===== config.mk =====
export PLATFORM = sky130hd
export DESIGN_NAME = clk_switch_ctrl
export DESIGN_NICKNAME = d
export VERILOG_FILES = /design/src/rtl/clk_switch_ctrl.sv
export SDC_FILE = /design/constraint.sdc
export NUM_CORES = 1
export LEC_CHECK = 0
export ABC_AREA = 0
export BUFFER_PORTS_ARGS = -buffer_cell sky130_fd_sc_hd__buf_4
export CORE_ASPECT_RATIO = 0.9
export CORE_MARGIN = 2
export CORE_UTILIZATION = 40
export CTS_CLUSTER_SIZE = 10
export DETAILED_ROUTE_END_ITERATION = 7
export SLEW_MARGIN = 20
export SYNTH_ARGS = -nofsm -noshare
export SYNTH_HDL_FRONTEND = slang
export SYNTH_SLANG_ARGS = --single-unit

===== constraint.sdc =====
create_clock -name usb_clk -period 2 [get_ports usb_clk]
set_input_delay 0.4 -clock usb_clk [delete_from_list [all_inputs] [get_ports usb_clk]]
set_output_delay 0.4 -clock usb_clk [all_outputs]
set_load 0.02 [all_outputs]

===== src/rtl/clk_switch_ctrl.sv =====
// Glitch-safe clock source / MMCM bypass switch sequencer, clocked by the free-running usb_clk.
// Optional lock-wait watchdog compiled in with `define CLK_SWITCH_TIMEOUT_EN.
module clk_switch_ctrl #(
  parameter int unsigned HOLD_CYCLES     = 16,
  parameter int unsigned MMCM_RST_CYCLES = 8,
  parameter int unsigned SETTLE_CYCLES   = 64,
  parameter int unsigned TIMEOUT_CYCLES  = 65536,
  parameter int unsigned CNT_W           = 17
) (
  input  logic       usb_clk,
  input  logic       reset,
  input  logic       req,
  input  logic       req_src,
  input  logic       req_bypass,
  input  logic       mmcm_locked,
  output logic       clk_src_sel,
  output logic       pll_bypass,
  output logic       mmcm_rst,
  output logic       target_rst,
  output logic       busy,
  output logic       done,
  output logic       lock_err,
  output logic [2:0] state
);

  typedef enum logic [2:0] {
    IDLE      = 3'd0,
    HOLD      = 3'd1,
    SWITCH    = 3'd2,
    MMCM_RST  = 3'd3,
    WAIT_LOCK = 3'd4,
    SETTLE    = 3'd5,
    DONE      = 3'd6
  } state_e;

  // Zero-length timings collapse to a single cycle
  localparam int unsigned HOLD_LD   = (HOLD_CYCLES     == 0) ? 1 : HOLD_CYCLES;
  localparam int unsigned MRST_LD   = (MMCM_RST_CYCLES == 0) ? 1 : MMCM_RST_CYCLES;
  localparam int unsigned SETTLE_LD = (SETTLE_CYCLES   == 0) ? 1 : SETTLE_CYCLES;
  localparam int unsigned TO_LD     = (TIMEOUT_CYCLES  == 0) ? 1 : TIMEOUT_CYCLES;

  state_e           state_q, state_d;
  logic [CNT_W-1:0] cnt_q, cnt_d;
  logic [1:0]       lock_sync_q, lock_sync_d;
  logic             lock_prev_q, lock_prev_d;
  logic             src_lat_q, src_lat_d;
  logic             byp_lat_q, byp_lat_d;
  logic             clk_src_sel_q, clk_src_sel_d;
  logic             pll_bypass_q, pll_bypass_d;
  logic             mmcm_rst_q, mmcm_rst_d;
  logic             target_rst_q, target_rst_d;
  logic             busy_q, busy_d;
  logic             done_q, done_d;
  logic             lock_s;
  logic             lock_fall;
  logic             cnt_last;
`ifdef CLK_SWITCH_TIMEOUT_EN
  logic             lock_err_q, lock_err_d;
`endif

  assign lock_s    = lock_sync_q[1];
  assign lock_fall = lock_prev_q & ~lock_s;
  assign cnt_last  = (cnt_q == CNT_W'(1));

  always_comb begin
    state_d       = state_q;
    cnt_d         = cnt_q;
    lock_sync_d   = {lock_sync_q[0], mmcm_locked};
    lock_prev_d   = lock_s;
    src_lat_d     = src_lat_q;
    byp_lat_d     = byp_lat_q;
    clk_src_sel_d = clk_src_sel_q;
    pll_bypass_d  = pll_bypass_q;
    target_rst_d  = target_rst_q;
`ifdef CLK_SWITCH_TIMEOUT_EN
    lock_err_d    = lock_err_q;
`endif

    // Free-running decrement that parks at 1 (or 0 after reset); loads below override it
    if (cnt_q > CNT_W'(1)) cnt_d = cnt_q - CNT_W'(1);

    unique case (state_q)
      IDLE: begin
        if (req) begin
          src_lat_d    = req_src;
          byp_lat_d    = req_bypass;
          target_rst_d = 1'b1;
          cnt_d        = CNT_W'(HOLD_LD);
          state_d      = HOLD;
`ifdef CLK_SWITCH_TIMEOUT_EN
          lock_err_d   = 1'b0;
`endif
        end else if (lock_fall && !pll_bypass_q) begin
          target_rst_d = 1'b1;
          cnt_d        = CNT_W'(MRST_LD);
          state_d      = MMCM_RST;
        end
      end
      HOLD: begin
        if (cnt_last) begin
          clk_src_sel_d = src_lat_q;
          pll_bypass_d  = byp_lat_q;
          state_d       = SWITCH;
        end
      end
      SWITCH: begin
        if (byp_lat_q) begin
          cnt_d   = CNT_W'(SETTLE_LD);
          state_d = SETTLE;
        end else begin
          cnt_d   = CNT_W'(MRST_LD);
          state_d = MMCM_RST;
        end
      end
      MMCM_RST: begin
        if (cnt_last) begin
          cnt_d   = CNT_W'(TO_LD);
          state_d = WAIT_LOCK;
        end
      end
      WAIT_LOCK: begin
        if (lock_s) begin
          cnt_d   = CNT_W'(SETTLE_LD);
          state_d = SETTLE;
        end
`ifdef CLK_SWITCH_TIMEOUT_EN
        else if (cnt_last) begin
          // Give up on the MMCM and run from the unbuffered source
          lock_err_d   = 1'b1;
          pll_bypass_d = 1'b1;
          cnt_d        = CNT_W'(SETTLE_LD);
          state_d      = SETTLE;
        end
`endif
      end
      SETTLE: begin
        if (cnt_last) begin
          target_rst_d = 1'b0;
          state_d      = DONE;
        end
      end
      DONE:    state_d = IDLE;
      default: state_d = IDLE;
    endcase

    mmcm_rst_d = (state_d == MMCM_RST);
    busy_d     = (state_d != IDLE);
    done_d     = (state_d == DONE);
  end

  always_ff @(posedge usb_clk or posedge reset) begin
    if (reset) begin
      state_q       <= IDLE;
      cnt_q         <= '0;
      lock_sync_q   <= 2'b00;
      lock_prev_q   <= 1'b0;
      src_lat_q     <= 1'b0;
      byp_lat_q     <= 1'b1;
      clk_src_sel_q <= 1'b0;
      pll_bypass_q  <= 1'b1;
      mmcm_rst_q    <= 1'b0;
      target_rst_q  <= 1'b1;
      busy_q        <= 1'b0;
      done_q        <= 1'b0;
    end else begin
      state_q       <= state_d;
      cnt_q         <= cnt_d;
      lock_sync_q   <= lock_sync_d;
      lock_prev_q   <= lock_prev_d;
      src_lat_q     <= src_lat_d;
      byp_lat_q     <= byp_lat_d;
      clk_src_sel_q <= clk_src_sel_d;
      pll_bypass_q  <= pll_bypass_d;
      mmcm_rst_q    <= mmcm_rst_d;
      target_rst_q  <= target_rst_d;
      busy_q        <= busy_d;
      done_q        <= done_d;
    end
  end

`ifdef CLK_SWITCH_TIMEOUT_EN
  always_ff @(posedge usb_clk or posedge reset) begin
    if (reset) lock_err_q <= 1'b0;
    else       lock_err_q <= lock_err_d;
  end
  assign lock_err = lock_err_q;
`else
  assign lock_err = 1'b0;
`endif

  assign clk_src_sel = clk_src_sel_q;
  assign pll_bypass  = pll_bypass_q;
  assign mmcm_rst    = mmcm_rst_q;
  assign target_rst  = target_rst_q;
  assign busy        = busy_q;
  assign done        = done_q;
  assign state       = state_q;

endmodule


==> results_dict.tcl <==
set metrics [dict create \
    netlist_top_cells_area "dfrtp_1 42%, dfstp_2 4.7%, a21oi_1 4.2%" \
    leakage_nw 1.02 \
    antenna_cells 0 \
    grt-ovfl-total 0 \
    largest_register "cnt_q" \
    chipWidth_um 72.4 \
    hpwlAfterDp_mm 2.85 \
    ys_warn_count 0 \
    synth_fp_nets 185 \
    largest_reg_flops 17 \
    finalWirelength_mm 4.29 \
    firstDrtPassIters 4 \
    crit_family "simple AND/OR/NAND/NOR gates" \
    cts_hold_buf 0 \
    antenna_found_initial 0 \
    wire_per_inst_um 15.5 \
    grt_pass1_vias 1431 \
    stdcell_area_um2 2450 \
    syn2layout_area_growth_pct 45.8 \
    ir_drop_mv 0.699 \
    synth_edf_count 0 \
    synth_seq_area_share_pct 46.3 \
    start_util_pct 41.6 \
    grt_usage_pct 19.4 \
    clk_pin_slew_ns 0.07 \
    violations "setup timing" \
    cts_root_buffer "clkbuf_8" \
    rsz0062_at_grt "true" \
    cap_viol_max_count 0 \
    period_share_pct 108 \
    cp.arrival_ns 2.36 \
    slew_headroom_pct 66.5 \
    grt_max_degree 32 \
    final_nets 236 \
    syn_avg_cell_area_um2 9.51 \
    syn-cell-area_um2 1680 \
    drc 0 \
    setup_slack_ns -0.170 \
    async_reset_ff_share_pct 100 \
    worst_pin_slew_ns 0.490 \
    fp.dieArea_um2 4740 \
    startpoint_type "flip-flop" \
    worstPathCellList "or4_4 > or4_4 > or2_4 > and4b_1 > nor4_2" \
    clock_path_buffers 2 \
    stdcell_count 277 \
    dr.first_iter.drc_count 169 \
    grt_pass1_wl_mm 7.00 \
    vias_per_cell 5.52 \
    maxSlewViolCount 0 \
    fin_crit_ns 2.17 \
    yosysTopAreaCell "dfrtp_1" \
    cp.buffers_inverters 0 \
    cts_buffers 5 \
    fmax_ghz 0.461 \
    finalHoldViolCount 0 \
    synth_top_flop_cell "dfrtp_1" \
    cts_sinks 31 \
    place.gp.congestion 0.984 \
    skew_ns 0.00959 \
    htreeDepth 2 \
    synth_cell_type_count 49 \
    ant_nets 0 \
    cp_common_cell "or4_4" \
    port_buffers 14 \
    worst_ep_required_time_ns 2.19 \
    worstPathMaxFanout 5 \
    post-place-ws_ns -0.253 \
    cts_tree "built" \
    synth_top_area_share_pct 41.6 \
    crit_path_max_incr_delay_ns 0.56 \
    setup_viol 17 \
    worstSkewPairLatency_ns 0.29 \
    hp-class "in -> async" \
    critPathKind "reg -> reg" \
    endpoint_kind "flip-flop" \
    run_status "complete, but fails checks" \
    synth_most_common_cell "dfrtp_1" \
    yosys_register_bits 31 \
    finalPower_mw 2.61 \
    place_area_um2 2090 \
    pwr_density_cell_nw_per_um2 1060 \
    setup-tns-final_ns -1.31 \
    chipHeight_um 65.5 \
    synth_commonest_cells "28 x dfrtp_1, 18 x nor2_1, 14 x a21oi_1" \
    fill_cells 330 \
    layout-drive-gt1-share_pct 47.6 \
    slowest_stage "or4_4" \
    ioPinCount 16 \
    core_area_um2 4050 \
    placed_cells 265 \
    syn_inst 177 \
    via_count 1528 \
    rows 22 \
]
[power by group]
part	switching [mW]	total, mW	leakage (nW)	internal, mW
combinational	0.562	1.13	0.597	0.565
clock	0.250	0.563	0.0505	0.313
sequential	0.145	0.917	0.371	0.772
[cells by family (layout without fill, tap and decap cells)]
kind of cell             Yosys count  after routing  share of synthesized area (%)
AO/OA/AOI/OAI                     43             43                           16.0
XOR/XNOR                           9              9                           4.68
adder cells (fa/ha/maj)            2              2                           1.49
buffers and inverters             16             68                           3.87
flip-flops                        31             31                           46.3
multiplexers                       4              4                           2.68
other                              1              1                          0.223
AND/OR/NAND/NOR                   71             71                           24.8
[per-layer routing]
metal / global-route usage [%] / wire (µm) / part of all wire (%)
met5: 0 / 0 / 0
met1: 26.7 / 1970 / 46
met2: 29.5 / 2070 / 48
met4: 7.64 / 65 / 1.5
met3: 4.60 / 186 / 4.3
[timing repair]
item | 4_1_cts | 5_1_grt
endpoints found under the setup margin | 20 | 24
gates cloned | 0 | 0
buffers inserted | 5 | 1
gates resized for setup | 23 | 34
endpoints found under the hold margin | 0 | 0
pin swaps | 11 | 18
[cell usage in the layout (no fill, tap or decap), types with 3 or more instances in the layout]
master / count
or3_1: 4
dfrtp_1: 28
buf_6: 9
nand2b_1: 3
or4_4: 4
xnor2_1: 4
buf_4: 44
a21oi_1: 8
nand4_1: 4
clkbuf_8: 7
o211ai_1: 3
dfstp_2: 3
nor2_2: 3
inv_1: 7
nand3_1: 3
nor3_1: 5
a21oi_2: 6
o21ai_0: 6
nor2_4: 3
nor2_1: 13
nand2_1: 7
[worst reg2reg max path, stage by stage (launching register included)]
cell and delay (ns):
dfrtp_1 0.38, or4_4 0.56, or4_4 0.51, or2_4 0.27, and4b_1 0.20, nor4_2 0.15
[path summary, 6_finish.rpt]
check / start / to / slack (ns) / depth (start not counted)
worst min-delay path: reset / lock_prev_q / 0.19 / 3
min in group usb_clk: mmcm_locked / lock_sync_q[0] / 0.22 / 1
worst max-delay path: cnt_q[6] / cnt_q[4] / -0.17 / 5
max in group asynchronous: reset / pll_bypass / 1.48 / 3
worst max register to register: cnt_q[6] / cnt_q[4] / -0.17 / 5
worst min register to register: lock_sync_q[0] / lock_sync_q[1] / 0.36 / 0
[final cells by class]
| type | count | area (µm²) | area share [%] |
|---|---|---|---|
| Clock inverter | 1 | 7.51 | 0.306 |
| Inverter | 7 | 26.3 | 1.07 |
| Sequential cell | 31 | 779 | 31.8 |
| Clock buffer | 7 | 96.3 | 3.93 |
| Timing Repair Buffer | 53 | 432 | 17.6 |
| Tap cell | 48 | 60.1 | 2.45 |
| Multi-Input combinational cell | 130 | 1050 | 42.9 |
[stage by stage]
stage	util (%)	hold slack (ns)
after floorplan	-	0.331
after global placement	51.6	0.334
after detailed placement	51.6	0.349
after CTS	56.7	0.200
after global routing	60.6	0.205
final	60.6	0.192
No activity file was read; power rests on OpenSTA's default activity.
